===== src/rtl/cache_req_driver_if.sv =====
// Word-level request bus between a CPU-side initiator and the data cache.
// Latency: miss is combinational on the request; rd_data arrives one cycle after the accepting edge.
// Backpressure: miss=1 stalls the current access; the initiator holds addr/wr_data/request stable.
interface cache_req_driver_if;
  logic [31:0] addr;
  logic        rd_req;
  logic        wr_req;
  logic [31:0] wr_data;
  logic        miss;
  logic [31:0] rd_data;

  modport master (
    output addr, rd_req, wr_req, wr_data,
    input  miss, rd_data
  );

  modport slave (
    input  addr, rd_req, wr_req, wr_data,
    output miss, rd_data
  );
endinterface


===== src/rtl/cache_req_driver.sv =====
// Writes a seeded word pattern through the cache, reads it back and checks it, with result counters.
// Latency: 2 cycles per accepted access (REQ + GAP/CHK), 4N + stall cycles per run; N==0 takes 1 busy cycle.
// Backpressure: miss holds the current request stable; TIMEOUT consecutive stall cycles abort the run.
module cache_req_driver #(
  parameter int unsigned TIMEOUT = 4096,
  parameter int          CNT_W   = 16
) (
  input  logic              clk,
  input  logic              rst,
  input  logic              i_start,
  input  logic [31:0]       i_cfg_base,
  input  logic [31:0]       i_cfg_stride,
  input  logic [CNT_W-1:0]  i_cfg_count,
  input  logic [31:0]       i_cfg_seed,
  cache_req_driver_if.master cache,
  output logic              o_busy,
  output logic              o_done,
  output logic              o_pass,
  output logic              o_timeout,
  output logic [CNT_W-1:0]  o_err_cnt,
  output logic [CNT_W-1:0]  o_first_err_idx,
  output logic [31:0]       o_miss_cnt,
  output logic [31:0]       o_cycle_cnt
);

  localparam logic [31:0] LP_DATA_STEP = 32'h0101_0101;
  localparam logic [31:0] LP_STALL_MAX = 32'(TIMEOUT - 1);

  typedef enum logic [2:0] {
    S_IDLE, S_WR_REQ, S_WR_GAP, S_RD_REQ, S_RD_CHK, S_DONE
  } state_t;

  state_t r_state;
  state_t w_state_nxt;

  logic [31:0]      r_base;
  logic [31:0]      r_stride;
  logic [CNT_W-1:0] r_count;
  logic [31:0]      r_seed;
  logic [31:0]      r_idx;
  logic [31:0]      r_addr;
  logic [31:0]      r_data;
  logic [31:0]      r_wr_data;
  logic [31:0]      r_stall;
  logic             r_timeout;
  logic [CNT_W-1:0] r_err_cnt;
  logic [CNT_W-1:0] r_first_err_idx;
  logic [31:0]      r_miss_cnt;
  logic [31:0]      r_cycle_cnt;

  logic w_busy;
  logic w_wr_req;
  logic w_rd_req;
  logic w_last;
  logic w_empty;
  logic w_stall_last;

  assign w_last       = (r_idx == (32'(r_count) - 32'd1));
  assign w_empty      = (r_count == '0);
  assign w_stall_last = (r_stall == LP_STALL_MAX);

  // State register; reset drops any in-flight request immediately.
  always_ff @(posedge clk or posedge rst) begin
    if (rst) r_state <= S_IDLE;
    else     r_state <= w_state_nxt;
  end

  // Next-state and request decode.
  always_comb begin
    w_state_nxt = r_state;
    w_busy      = 1'b0;
    w_wr_req    = 1'b0;
    w_rd_req    = 1'b0;
    case (r_state)
      S_IDLE, S_DONE: begin
        // N==0 still spends one busy cycle in the gap state before finishing.
        if (i_start) w_state_nxt = w_empty_cfg() ? S_WR_GAP : S_WR_REQ;
      end
      S_WR_REQ: begin
        w_busy   = 1'b1;
        w_wr_req = 1'b1;
        if (!cache.miss)       w_state_nxt = S_WR_GAP;
        else if (w_stall_last) w_state_nxt = S_DONE;
      end
      S_WR_GAP: begin
        w_busy = 1'b1;
        if (w_empty)     w_state_nxt = S_DONE;
        else if (w_last) w_state_nxt = S_RD_REQ;
        else             w_state_nxt = S_WR_REQ;
      end
      S_RD_REQ: begin
        w_busy   = 1'b1;
        w_rd_req = 1'b1;
        if (!cache.miss)       w_state_nxt = S_RD_CHK;
        else if (w_stall_last) w_state_nxt = S_DONE;
      end
      S_RD_CHK: begin
        w_busy = 1'b1;
        w_state_nxt = w_last ? S_DONE : S_RD_REQ;
      end
      default: w_state_nxt = S_IDLE;
    endcase
  end

  function automatic logic w_empty_cfg();
    return (i_cfg_count == '0);
  endfunction

  // Datapath: config latch, element address/data walk, stall and result counters.
  always_ff @(posedge clk or posedge rst) begin
    if (rst) begin
      r_base          <= '0;
      r_stride        <= '0;
      r_count         <= '0;
      r_seed          <= '0;
      r_idx           <= '0;
      r_addr          <= '0;
      r_data          <= '0;
      r_wr_data       <= '0;
      r_stall         <= '0;
      r_timeout       <= 1'b0;
      r_err_cnt       <= '0;
      r_first_err_idx <= '0;
      r_miss_cnt      <= '0;
      r_cycle_cnt     <= '0;
    end else begin
      if (w_busy) r_cycle_cnt <= r_cycle_cnt + 32'd1;
      case (r_state)
        S_IDLE, S_DONE: begin
          if (i_start) begin
            r_base          <= i_cfg_base;
            r_stride        <= i_cfg_stride;
            r_count         <= i_cfg_count;
            r_seed          <= i_cfg_seed;
            r_idx           <= '0;
            r_addr          <= i_cfg_base;
            r_data          <= i_cfg_seed;
            r_wr_data       <= i_cfg_seed;
            r_stall         <= '0;
            r_timeout       <= 1'b0;
            r_err_cnt       <= '0;
            r_first_err_idx <= '0;
            r_miss_cnt      <= '0;
            r_cycle_cnt     <= '0;
          end
        end
        S_WR_REQ, S_RD_REQ: begin
          if (cache.miss) begin
            // Only the first request cycle of an access counts as a miss.
            if (r_stall == '0) r_miss_cnt <= r_miss_cnt + 32'd1;
            if (w_stall_last) begin
              r_timeout <= 1'b1;
              r_stall   <= '0;
            end else begin
              r_stall <= r_stall + 32'd1;
            end
          end else begin
            r_stall <= '0;
          end
        end
        S_WR_GAP: begin
          if (!w_empty) begin
            if (w_last) begin
              r_idx  <= '0;
              r_addr <= r_base;
              r_data <= r_seed;
            end else begin
              r_idx     <= r_idx + 32'd1;
              r_addr    <= r_addr + r_stride;
              r_data    <= r_data + LP_DATA_STEP;
              r_wr_data <= r_data + LP_DATA_STEP;
            end
          end
        end
        S_RD_CHK: begin
          if (cache.rd_data != r_data) begin
            if (r_err_cnt == '0)  r_first_err_idx <= r_idx[CNT_W-1:0];
            if (r_err_cnt != '1)  r_err_cnt <= r_err_cnt + CNT_W'(1);
          end
          if (!w_last) begin
            r_idx  <= r_idx + 32'd1;
            r_addr <= r_addr + r_stride;
            r_data <= r_data + LP_DATA_STEP;
          end
        end
        default: ;
      endcase
    end
  end

  assign cache.addr    = r_addr;
  assign cache.wr_data = r_wr_data;
  assign cache.wr_req  = w_wr_req;
  assign cache.rd_req  = w_rd_req;

  assign o_busy          = w_busy;
  assign o_done          = (r_state == S_DONE);
  assign o_pass          = (r_state == S_DONE) && (r_err_cnt == '0) && !r_timeout;
  assign o_timeout       = r_timeout;
  assign o_err_cnt       = r_err_cnt;
  assign o_first_err_idx = r_first_err_idx;
  assign o_miss_cnt      = r_miss_cnt;
  assign o_cycle_cnt     = r_cycle_cnt;

endmodule


===== src/flat_wrapper.sv =====
// flat-port wrapper written by rule: the top's interface ports become plain ports
module cache_req_driver_flat 
#(
  parameter int unsigned TIMEOUT = 4096,
  parameter int          CNT_W   = 16
)
  (clk, rst, i_start, i_cfg_base, i_cfg_stride, i_cfg_count, i_cfg_seed, o_busy, o_done, o_pass, o_timeout, o_err_cnt, o_first_err_idx, o_miss_cnt, o_cycle_cnt, cache_addr, cache_rd_req, cache_wr_req, cache_wr_data, cache_miss, cache_rd_data);
  cache_req_driver_if cache_i ();
  input  logic clk;
  input  logic rst;
  input  logic i_start;
  input  logic [31:0] i_cfg_base;
  input  logic [31:0] i_cfg_stride;
  input  logic [CNT_W-1:0] i_cfg_count;
  input  logic [31:0] i_cfg_seed;
  output logic o_busy;
  output logic o_done;
  output logic o_pass;
  output logic o_timeout;
  output logic [CNT_W-1:0] o_err_cnt;
  output logic [CNT_W-1:0] o_first_err_idx;
  output logic [31:0] o_miss_cnt;
  output logic [31:0] o_cycle_cnt;
  output wire logic [$bits(cache_i.addr)-1:0] cache_addr;
  output wire logic [$bits(cache_i.rd_req)-1:0] cache_rd_req;
  output wire logic [$bits(cache_i.wr_req)-1:0] cache_wr_req;
  output wire logic [$bits(cache_i.wr_data)-1:0] cache_wr_data;
  input wire logic [$bits(cache_i.miss)-1:0] cache_miss;
  input wire logic [$bits(cache_i.rd_data)-1:0] cache_rd_data;
  assign cache_addr = cache_i.addr;
  assign cache_rd_req = cache_i.rd_req;
  assign cache_wr_req = cache_i.wr_req;
  assign cache_wr_data = cache_i.wr_data;
  assign cache_i.miss = cache_miss;
  assign cache_i.rd_data = cache_rd_data;
  cache_req_driver #(.TIMEOUT(TIMEOUT), .CNT_W(CNT_W)) u_core (.clk(clk), .rst(rst), .i_start(i_start), .i_cfg_base(i_cfg_base), .i_cfg_stride(i_cfg_stride), .i_cfg_count(i_cfg_count), .i_cfg_seed(i_cfg_seed), .cache(cache_i), .o_busy(o_busy), .o_done(o_done), .o_pass(o_pass), .o_timeout(o_timeout), .o_err_cnt(o_err_cnt), .o_first_err_idx(o_first_err_idx), .o_miss_cnt(o_miss_cnt), .o_cycle_cnt(o_cycle_cnt));
endmodule

===== config.mk =====
export PLATFORM = sky130hd
export DESIGN_NAME = cache_req_driver_flat
export DESIGN_NICKNAME = d
export VERILOG_FILES = /design/src/rtl/cache_req_driver_if.sv /design/src/rtl/cache_req_driver.sv /design/src/flat_wrapper.sv
export SDC_FILE = /design/constraint.sdc
export NUM_CORES = 1
export LEC_CHECK = 0
export ABC_AREA = 1
export BUFFER_PORTS_ARGS = -buffer_cell sky130_fd_sc_hd__buf_2
export CAP_MARGIN = 30
export CORE_MARGIN = 4
export CORE_UTILIZATION = 40
export DETAILED_ROUTE_END_ITERATION = 12
export SLEW_MARGIN = 20
export SYNTH_ARGS = -nofsm -noshare
export SYNTH_HDL_FRONTEND = slang
export SYNTH_SLANG_ARGS = --single-unit
export TNS_END_PERCENT = 20

===== constraint.sdc =====
create_clock -name clk -period 27.5 [get_ports clk]
set_clock_uncertainty 0.1 [all_clocks]
set_input_delay 1.375 -clock clk [delete_from_list [all_inputs] [get_ports clk]]
set_output_delay 1.375 -clock clk [all_outputs]
set_load 0.05 [all_outputs]

**Word-level counts from Yosys, hierarchy flattened**

Index checks and enable logic that the tools add are counted.

- Add/subtract/negate cells: 8
- Eq/ne operators: 19
- Multiplexer cells: 49
- Reduce and logical (&&, ||, !) cells: 23

Operators by type and width:

| operator | count |
|---|---|
| $mux W32 | 20 |
| $pmux W32 S3 | 3 |
| $pmux W32 S2 | 3 |
| $add A32 B1 Y32 const B | 4 |
| $mux W16 | 5 |
| $pmux W16 S2 | 2 |
| $logic_not A16 Y1 | 3 |
| $add A32 B25 Y32 const B | 1 |
| $add A32 B32 Y32 | 1 |
| $eq A32 B12 Y1 const B | 1 |
| $eq A32 B32 Y1 | 1 |
| $logic_not A32 Y1 | 1 |
| $ne A32 B32 Y1 | 1 |
| $reduce_and A4 Y1 | 6 |
| $mux W3 | 6 |
| $sub A16 B1 Y17 const B | 1 |
| $add A16 B1 Y16 const B | 1 |
| $ne A16 B16 Y1 const B | 1 |
| $pmux W3 S5 | 1 |
| $ne A2 B1 Y1 const B | 5 |
| $ne A2 B2 Y1 const B | 5 |
| $eq A3 B2 Y1 const B | 2 |
| $eq A3 B3 Y1 const B | 2 |
| $mux W1 | 6 |
| other kinds (11) | 17 |

- Register bits after elaboration: 372
- Input bits: 148
- Output and inout port bits: 166
- Word-level logic and storage cells: 114

**Depth between registers and ports, before layout**

Gate-level depths: netlist of run 1.

- Word-level depth: 6
- Gate-level depth with buffers: 21
- Gate-level depth less buffers: 20

**Least setup slack after synthesis of run 1**

OpenSTA, ideal clock, no wires.

- Path kind: register to output
- Start point: reg u_core.r_state[2]
- End point: out o_pass
- Arrival time: 2.875 ns
- Required time: 26.025 ns
- Setup slack: 23.150 ns
- Stages on the path, launching flop included: 4
- Cells stage by stage: dfrtp_1 > inv_1 > nor3_1 > nor3b_1

- Longest elaborated chain between the ends: 3

Ends and longest elaborated chain:

| item | line | RTL |
|---|---|---|
| from (decl) | cache_req_driver.sv:33 | `state_t r_state;` |
| from (signal assigned) | cache_req_driver.sv:65 | `else r_state <= w_state_nxt;` |
| $eq A3 B3 Y1 | - |  |
| via o_done | flat_wrapper.sv:17 | `output logic o_done;` |
| $logic_and A1 B1 Y1 (2 in a row) | cache_req_driver.sv:198 | `assign o_pass = (r_state == S_DONE) && (r_err_cnt == '0) && !r_timeout;` |
| to (decl) | flat_wrapper.sv:18 | `output logic o_pass;` |

The timed path passes the listed nets, and every way through them passes these cells.

**Final worst setup path of run 1**

- Start point: reg u_core.r_state[1]
- End point: out o_busy

- Longest elaborated chain between the ends: 3
- Elaborated cells between the ends (all ways): 6
- Those cells by class: eq/ne (4); mux (1); reduce/logical (1)

Ends and longest elaborated chain:

| item | line | RTL |
|---|---|---|
| $eq A3 B3 Y1, or another cell as far along | cache_req_driver.sv:74 | `case (r_state)` |
| $reduce_or A4 Y1 (no source line) (*) | - |  |
| $mux W1 (*) | cache_req_driver.sv:74 |  |
| to (decl) | flat_wrapper.sv:16 | `output logic o_busy;` |

Every way passes the cells marked *; elsewhere a longest branch is shown, timed or not.

==> results.tsv, run 1 <==
stage	metric	value	unit
hold_path	hold path start	u_core.cache.wr_data[17]$_DFFE_PP0P_	
cells_and_area	fin cells	4527	
clocking	post-cts sizing count	0	
logic_synthesis	Post-synth top flop	dfrtp_1	
sta	max-slew violations	0	
sta	worst slew pin tran	971.4	ps
cells_and_area	share of layout cells above drive strength 1	12.26	%
place	Cell Count Post-Placement	4442	
place	routability congestion estimate from global placement	0.9252	
hold_path	Min-Delay Path Class	reg2reg	
clocking	number of buffers created by CTS	46	
drt	routed wire length	77570	um
power	Net Switching	1531	uW
run	max cap viols	0	
drt	Via density	5.159	
clocking	post-CTS setup buffers	0	
logic_synthesis	EDFF count, synth	0	
logic_synthesis	Syn Std Cell Area	23900	um2
drt	Detailed Routing Iterations Pass 1	5	
clocking	TritonCTS clock tree	yes	
clocking	# hold bufs at CTS	0	
cells_and_area	Net count, final	3908	
sta	Max Clk Rate	210.0	MHz
cells_and_area	commonest non-fill, non-tap cell in the layout	nand2_1	
floorplan	FP Rows	89	
critical_path	critical path class	reg2out	
logic_synthesis	sequential area share after synthesis	38.95	%
logic_synthesis	YS warnings	0	
clocking	Num Clock Sinks	372	
grt	GRT overflow	0	
clocking	H-tree levels	2	
critical_path	worst-path fanout max	48	
place	IO buf count	313	
floorplan	core area	59130	um2
clocking	clk slew on worst S/H paths	60	ps
floorplan	io pins	314	
power	worst vdd ir	0.06025	mV
sta	Final Hold Vio Count	0	
critical_path	worst r2r src	u_core.r_state[1]$_DFFE_PP0N_	
logic_synthesis	top-area cell type share of the netlist area	38.95	%
critical_path	CP arrival	3290	ps
floorplan	Die Area	63730	um2
floorplan	Die Wd	252.4	um
sta	Final TNS setup	0	ps
drt	DRC viols	0	
critical_path	crit path from	u_core.r_state[1]$_DFFE_PP0N_	
drt	remaining antenna violation count	0	
critical_path	CP endpoint kind	output pin	
power	power share of the sequential group	28.7	%
critical_path	CP startpoint kind	flip-flop	
power	Gate power share	49.9	%
hold_path	Hold Path Depth	2	
power	internal power	1577	uW
sta	Final min period	4761	ps
cells_and_area	most frequent cells in the layout	nand2_1, dfrtp_1, nor2_1	
logic_synthesis	FF+latch count, synth	372	
sta	final period utilization	17.31	%
power	Leak	0.01371	uW
critical_path	R2R cell count	14	
hold_path	hold endpoint	u_core.cache.wr_data[17]$_DFFE_PP0P_	
sta	relative slew slack	35.24	%
logic_synthesis	Synth area leader	dfrtp_1	
grt	number of global-route vias before repair	22375	
grt	GR Util All Layers	23.79	%
floorplan	Die Height	252.4	um
drt	WL per Instance	17.13	um
critical_path	R2R setup slack	23070	ps
grt	first-pass GRT wire length	123500	um
clocking	Clock Path Buffers	3	
cells_and_area	Area growth syn-to-layout	15.95	%
logic_synthesis	async set-or-reset flop fraction in the synthesized netlist	100.0	%
power	Pwr per Cell Area	112.1	nW/um2
grt	initial antenna violation count	2	
grt	largest net degree at the start of global routing	147	
logic_synthesis	syn_area_per_cell	6.874	um2
critical_path	worst endpoint required time	26020	ps
drt	First DRT Iteration DRCs	1680	
place	DP HPWL	55670	um
clocking	clock latency on the worst-skew pair	580	ps
clocking	CTS root buffer	clkbuf_16	
power	clock power share	21.4	%
logic_synthesis	Mapped Cells	3477	
drt	DR vias	23357	
sta	RSZ-0062 raised after global routing	no	
critical_path	worst r2r dst	u_core.cache.addr[2]$_DFFE_PP0P_	
power	sw frac	49.27	%
floorplan	initial cell density of the core	40.42	%
logic_synthesis	Distinct cells, synth	56	
logic_synthesis	syn nets	3666	
status	status	complete, no violations	
sta	Final setup viols	0	
logic_synthesis	ranking of synthesized cells by area	dfrtp_1, nand2_1, nor2_1	
## state kept, by name, summed over array words and instances, names as in the netlist
| register | count |
|---|---|
| u_core.cache.addr | 32 |
| u_core.cache.wr_data | 32 |
| u_core.o_cycle_cnt | 32 |
| u_core.o_err_cnt | 16 |
| u_core.o_first_err_idx | 16 |
| u_core.o_miss_cnt | 32 |
| u_core.o_timeout | 1 |
| u_core.r_base | 32 |
| u_core.r_count | 16 |
| u_core.r_data | 32 |
| u_core.r_idx | 32 |
| u_core.r_seed | 32 |
| u_core.r_stall | 32 |
| u_core.r_state | 3 |
| u_core.r_stride | 32 |
## how the worst max path moves through the flow
stage                                            to
2_1_floorplan      u_core.cache.addr[0]$_DFFE_PP0P_
3_3_place_gp       u_core.cache.addr[2]$_DFFE_PP0P_
3_5_place_dp   u_core.cache.wr_data[21]$_DFFE_PP0P_
4_1_cts                                      o_busy
5_1_grt                                      o_busy
6_report                                     o_busy
## synth_stat cells (all sizes together) (2+ instances only)
library cell,count
o211ai,5
o31ai,11
a32o,2
xnor2,33
xor2,116
nand4,72
a211oi,4
clkinv,4
a21o,5
inv,337
o22ai,18
nor4,56
nand2,1148
o21bai,3
buf,48
o32ai,3
a21boi,3
nand3,213
clkbuf,91
nor3b,6
nand3b,7
nor3,93
ha,40
a221oi,8
nor2,346
o21ai,239
and3,2
or2,15
a22o,3
a31o,4
dfrtp,372
a31oi,6
o21a,5
a21oi,152
## metrics by stage
step | worst slack, ps | hold slack, ps | utilization (%) | area, um2 | power, uW
finish | 22740 | 368.8 | 46.87 | 27710 | 3108
detailed placement | 23030 | 357.2 | 44.03 | 26040 | 2440
floorplan | 15690 | 341.4 | - | 23900 | 2031
global placement | 22460 | 355.7 | 43.94 | 25980 | 2425
global route | 22490 | 396.1 | 46.87 | 27710 | 3353
CTS | 22660 | 373.4 | 46.82 | 27690 | 3123
## layout make-up
cell class	count	area, um2
tap	773	967.2
clock inverter	17	292.8
clock buffer	65	1356
timing repair buffer	333	1769
fill	6134	31420
antenna	1	2.502
inverter	341	1290
sequential	372	9309
multi-input combinational	2625	12720
## metal layers
metal	GRT usage, %	part of all wire (%)	up-vias
li1	-	-	11779
met4	5.468	2.2	2
met5	0	0.021	-
met1	32.87	46	10868
met3	3.252	5.0	102
met2	39.94	47	606
## cells by family (layout without fill, tap and decap cells)
family / count (synthesis) / count (layout) / synth area share, %
AOI/OAI and AO/OA: 474 / 474 / 10.83
xor gates and xnor gates: 150 / 150 / 5.554
adders and majority gates: 41 / 41 / 2.178
buffers and inverters: 480 / 756 / 7.926
DFF: 372 / 372 / 38.95
other: 0 / 1 / 0
and+or+nand+nor: 1960 / 1960 / 34.56
## power by group through the flow
stage | combinational [uW] | sequential [uW] | clock (uW)
2_1_floorplan | 1000 | 1030 | 0
3_3_place_gp | 1530 | 898 | 0
3_5_place_dp | 1540 | 896 | 0
4_1_cts | 1550 | 889 | 681
5_1_grt | 1740 | 913 | 701
6_report | 1550 | 891 | 665
## worst max-delay path: stages (launching register included)
cell and delay (ps):
dfrtp_1 450, nor2_1 110, nand2_1 380, nand2_2 180
buf_4 550, nor2_1 220, inv_2 420, buf_2 370
Note: power is estimated with default switching activity, not from simulation.
==> inputs of run 2 (changes only) <==
- clock period: 27.5 -> 4.86 ns (I/O delays scaled with it)
==> run 2 against run 1 <==
Effect of this change: register-to-register slack got worse by 22000 ps; first-iteration DRC count shrank 1.7%; non-clock buffer count rose by 124; count of clock-buffer cells in the layout increased by 5; power rose to 5.6 times the previous value; sequential share of layout area shrank 1.2 points; largest cell class unchanged; cell count is 2.7% higher; hold slack got worse by 120 ps; sequential power increased to 5.7 times the previous value.
==> results.tsv, run 2 (synthesized netlist as in run 1, its figures left out) <==
stage	metric	value	unit	change
status	status	complete, no violations		unchanged
drt	DRC viols	0		unchanged
grt	first-pass GRT wire length	125500	um	was 123500 um
floorplan	core area	59130	um2	unchanged
floorplan	io pins	314		unchanged
clocking	clock latency on the worst-skew pair	580	ps	about the same
sta	RSZ-0062 raised after global routing	no		unchanged
critical_path	crit path from	u_core.r_count[0]$_DFFE_PP0P_		was u_core.r_state[1]$_DFFE_PP0N_
drt	routed wire length	78570	um	was 77570 um
place	DP HPWL	56110	um	was 55670 um
floorplan	Die Wd	252.4	um	unchanged
clocking	CTS root buffer	clkbuf_16		unchanged
clocking	number of buffers created by CTS	45		was 46
clocking	post-cts sizing count	0		unchanged
power	Leak	0.01413	uW	was 0.01371 uW
grt	initial antenna violation count	0		was 2
floorplan	initial cell density of the core	40.42	%	unchanged
clocking	H-tree levels	2		unchanged
cells_and_area	Net count, final	4031		was 3908
clocking	clk slew on worst S/H paths	60	ps	about the same
cells_and_area	n_diodes	0		was 1
drt	Detailed Routing Iterations Pass 1	5		unchanged
sta	Final setup viols	0		unchanged
cells_and_area	Area growth syn-to-layout	20.28	%	was 15.95%
hold_path	Min-Delay Path Class	in2async		was reg2reg
sta	max-slew violations	0		unchanged
clocking	TritonCTS clock tree	yes		unchanged
critical_path	worst r2r src	u_core.r_count[0]$_DFFE_PP0P_		was u_core.r_state[1]$_DFFE_PP0N_
cells_and_area	Design Area, Final	28750	um2	was 27710 um2
clocking	Num Clock Sinks	372		unchanged
cells_and_area	commonest non-fill, non-tap cell in the layout	nand2_1		unchanged
place	IO buf count	313		unchanged
power	clock power share	19.2	%	was 21.4%
power	sw frac	50.20	%	was 49.27%
run	max cap viols	0		unchanged
floorplan	Die Height	252.4	um	unchanged
power	Pwr per Cell Area	602.8	nW/um2	was 112.1 nW/um2
cells_and_area	share of layout cells above drive strength 1	11.92	%	was 12.26%
drt	remaining antenna violation count	0		unchanged
critical_path	R2R setup slack	1230	ps	was 23070 ps
sta	worst slew pin tran	940.2	ps	was 971.4 ps
power	Tot Pwr	17330	uW	was 3108 uW
floorplan	FP Rows	89		unchanged
sta	Final min period	3628	ps	
grt	GR Util All Layers	24.14	%	was 23.79%
power	worst vdd ir	0.3940	mV	was 0.06025 mV
sta	Final Hold Vio Count	0		unchanged
power	power share of the sequential group	29.1	%	was 28.7%
cells_and_area	Final Core Density	48.62	%	was 46.87%
sta	Max Clk Rate	275.6	MHz	
grt	GRT overflow	0		unchanged
sta	relative slew slack	37.32	%	was 35.24%
critical_path	R2R cell count	15		was 14
power	Net Switching	8698	uW	was 1531 uW
critical_path	worst endpoint required time	5210	ps	was 26020 ps
sta	final period utilization	74.66	%	
cells_and_area	FILL cells	6027		was 6134
clocking	Clock Path Buffers	3		unchanged
place	DP Area	26150	um2	was 26040 um2
power	Gate power share	51.8	%	was 49.9%
grt	number of global-route vias before repair	22950		was 22375
critical_path	critical path class	reg2reg		was reg2out
drt	DR vias	23968		was 23357
drt	First DRT Iteration DRCs	1651		was 1680
critical_path	worst-path fanout max	30		was 48
critical_path	CP endpoint kind	flip-flop		was output pin
critical_path	crit path capture	u_core.cache.wr_data[21]$_DFFE_PP0P_		was o_busy
critical_path	CP startpoint kind	flip-flop		unchanged
place	routability congestion estimate from global placement	0.9254		was 0.9252
grt	largest net degree at the start of global routing	135		was 147
critical_path	CP arrival	3980	ps	was 3290 ps
critical_path	worst r2r dst	u_core.cache.wr_data[21]$_DFFE_PP0P_		was u_core.cache.addr[2]$_DFFE_PP0P_
cells_and_area	most frequent cells in the layout	nand2_1, dfrtp_1, nor2_1		unchanged
power	internal power	8630	uW	was 1577 uW
floorplan	Die Area	63730	um2	unchanged
drt	WL per Instance	16.90	um	was 17.13 um
drt	Via density	5.157		was 5.159
==> run 2: cell count changes in the layout (fill, tap and decap cells not counted), moves of 4 or more <==
cell           previous run  this run
buf_4                    15        21
bufinv_16                 8         1
clkbuf_1                  9        14
clkbuf_16                49        45
clkbuf_8                  7        11
dlygate4sd3_1             0       115
==> run 2: power groups by stage <==
stage	combinational, uW	sequential, uW	clock, uW
finish	8970	5040	3320
global route	10000	5150	3510
CTS	8970	5030	3410
detailed placement	8860	5060	0
global placement	8730	5070	0
floorplan	5680	5810	0
==> run 2: how the worst min path moves through the flow <==
stage                      from                                    end  slack (ps)  depth (start not counted)
6_report                    rst        u_core.o_err_cnt[5]$_DFFE_PP0P_         250                          3
5_1_grt        i_cfg_stride[14]        u_core.r_stride[14]$_DFFE_PP0P_         280                          4
4_1_cts                     rst       u_core.o_cycle_cnt[28]$_DFF_PP0_         240                          3
3_5_place_dp                rst  u_core.o_first_err_idx[8]$_DFFE_PP0P_         320                          2
3_3_place_gp                rst        u_core.o_err_cnt[4]$_DFFE_PP0P_         320                          2
2_1_floorplan   i_cfg_count[10]         u_core.r_count[10]$_DFFE_PP0P_         250                          2
==> run 2: what timing repair did <==
item / 4_1_cts / 5_1_grt
hold buffers: 115 / 0
buffers inserted: 0 / 0
endpoints found under the hold margin: 216 / 0
==> run 2: area by class of cell <==
type	count	area, um2	area share (%)
inverter	341	1285	4.470
clock buffer	70	1330	4.627
multi-input combinational	2625	12720	44.27
clock inverter	10	101.3	0.3526
timing repair buffer	457	3029	10.54
sequential	372	9309	32.38
tap	773	967.2	3.365
==> run 2: stage by stage <==
step           worst slack, ps  TNS, ps  hold slack (ps)  instances
6_report                  1232        0            250.0       4648
3_5_place_dp              1190        0            317.6       4452
2_1_floorplan           -477.1  -177490            252.6       3477
5_1_grt                  819.1        0            280.5       4648
3_3_place_gp              1266        0            318.8       4449
4_1_cts                   1191        0            237.2       4647
==> run 2: layer usage <==
layer | global-route usage, % | part of all wire [%] | vias up
met2 | 40.71 | 48 | 628
met4 | 7.084 | 2.7 | 0
met1 | 32.90 | 45 | 11178
li1 | - | - | 12031
met5 | 0 | 0 | -
met3 | 2.830 | 4.8 | 131
==> run 2: critical path, stage by stage, from the launching register on <==
cell,delay (ps)
dfrtp_1,380
inv_1,110
ha_1,270
nand2_2,120
nor2_4,370
nand3_1,150
nand2_1,110
nand3_1,90
nor2_2,150
nand3_2,130
nor2_8,230
nand2_4,280
nand2_2,400
inv_2,340
nor2_1,170
a21oi_1,50
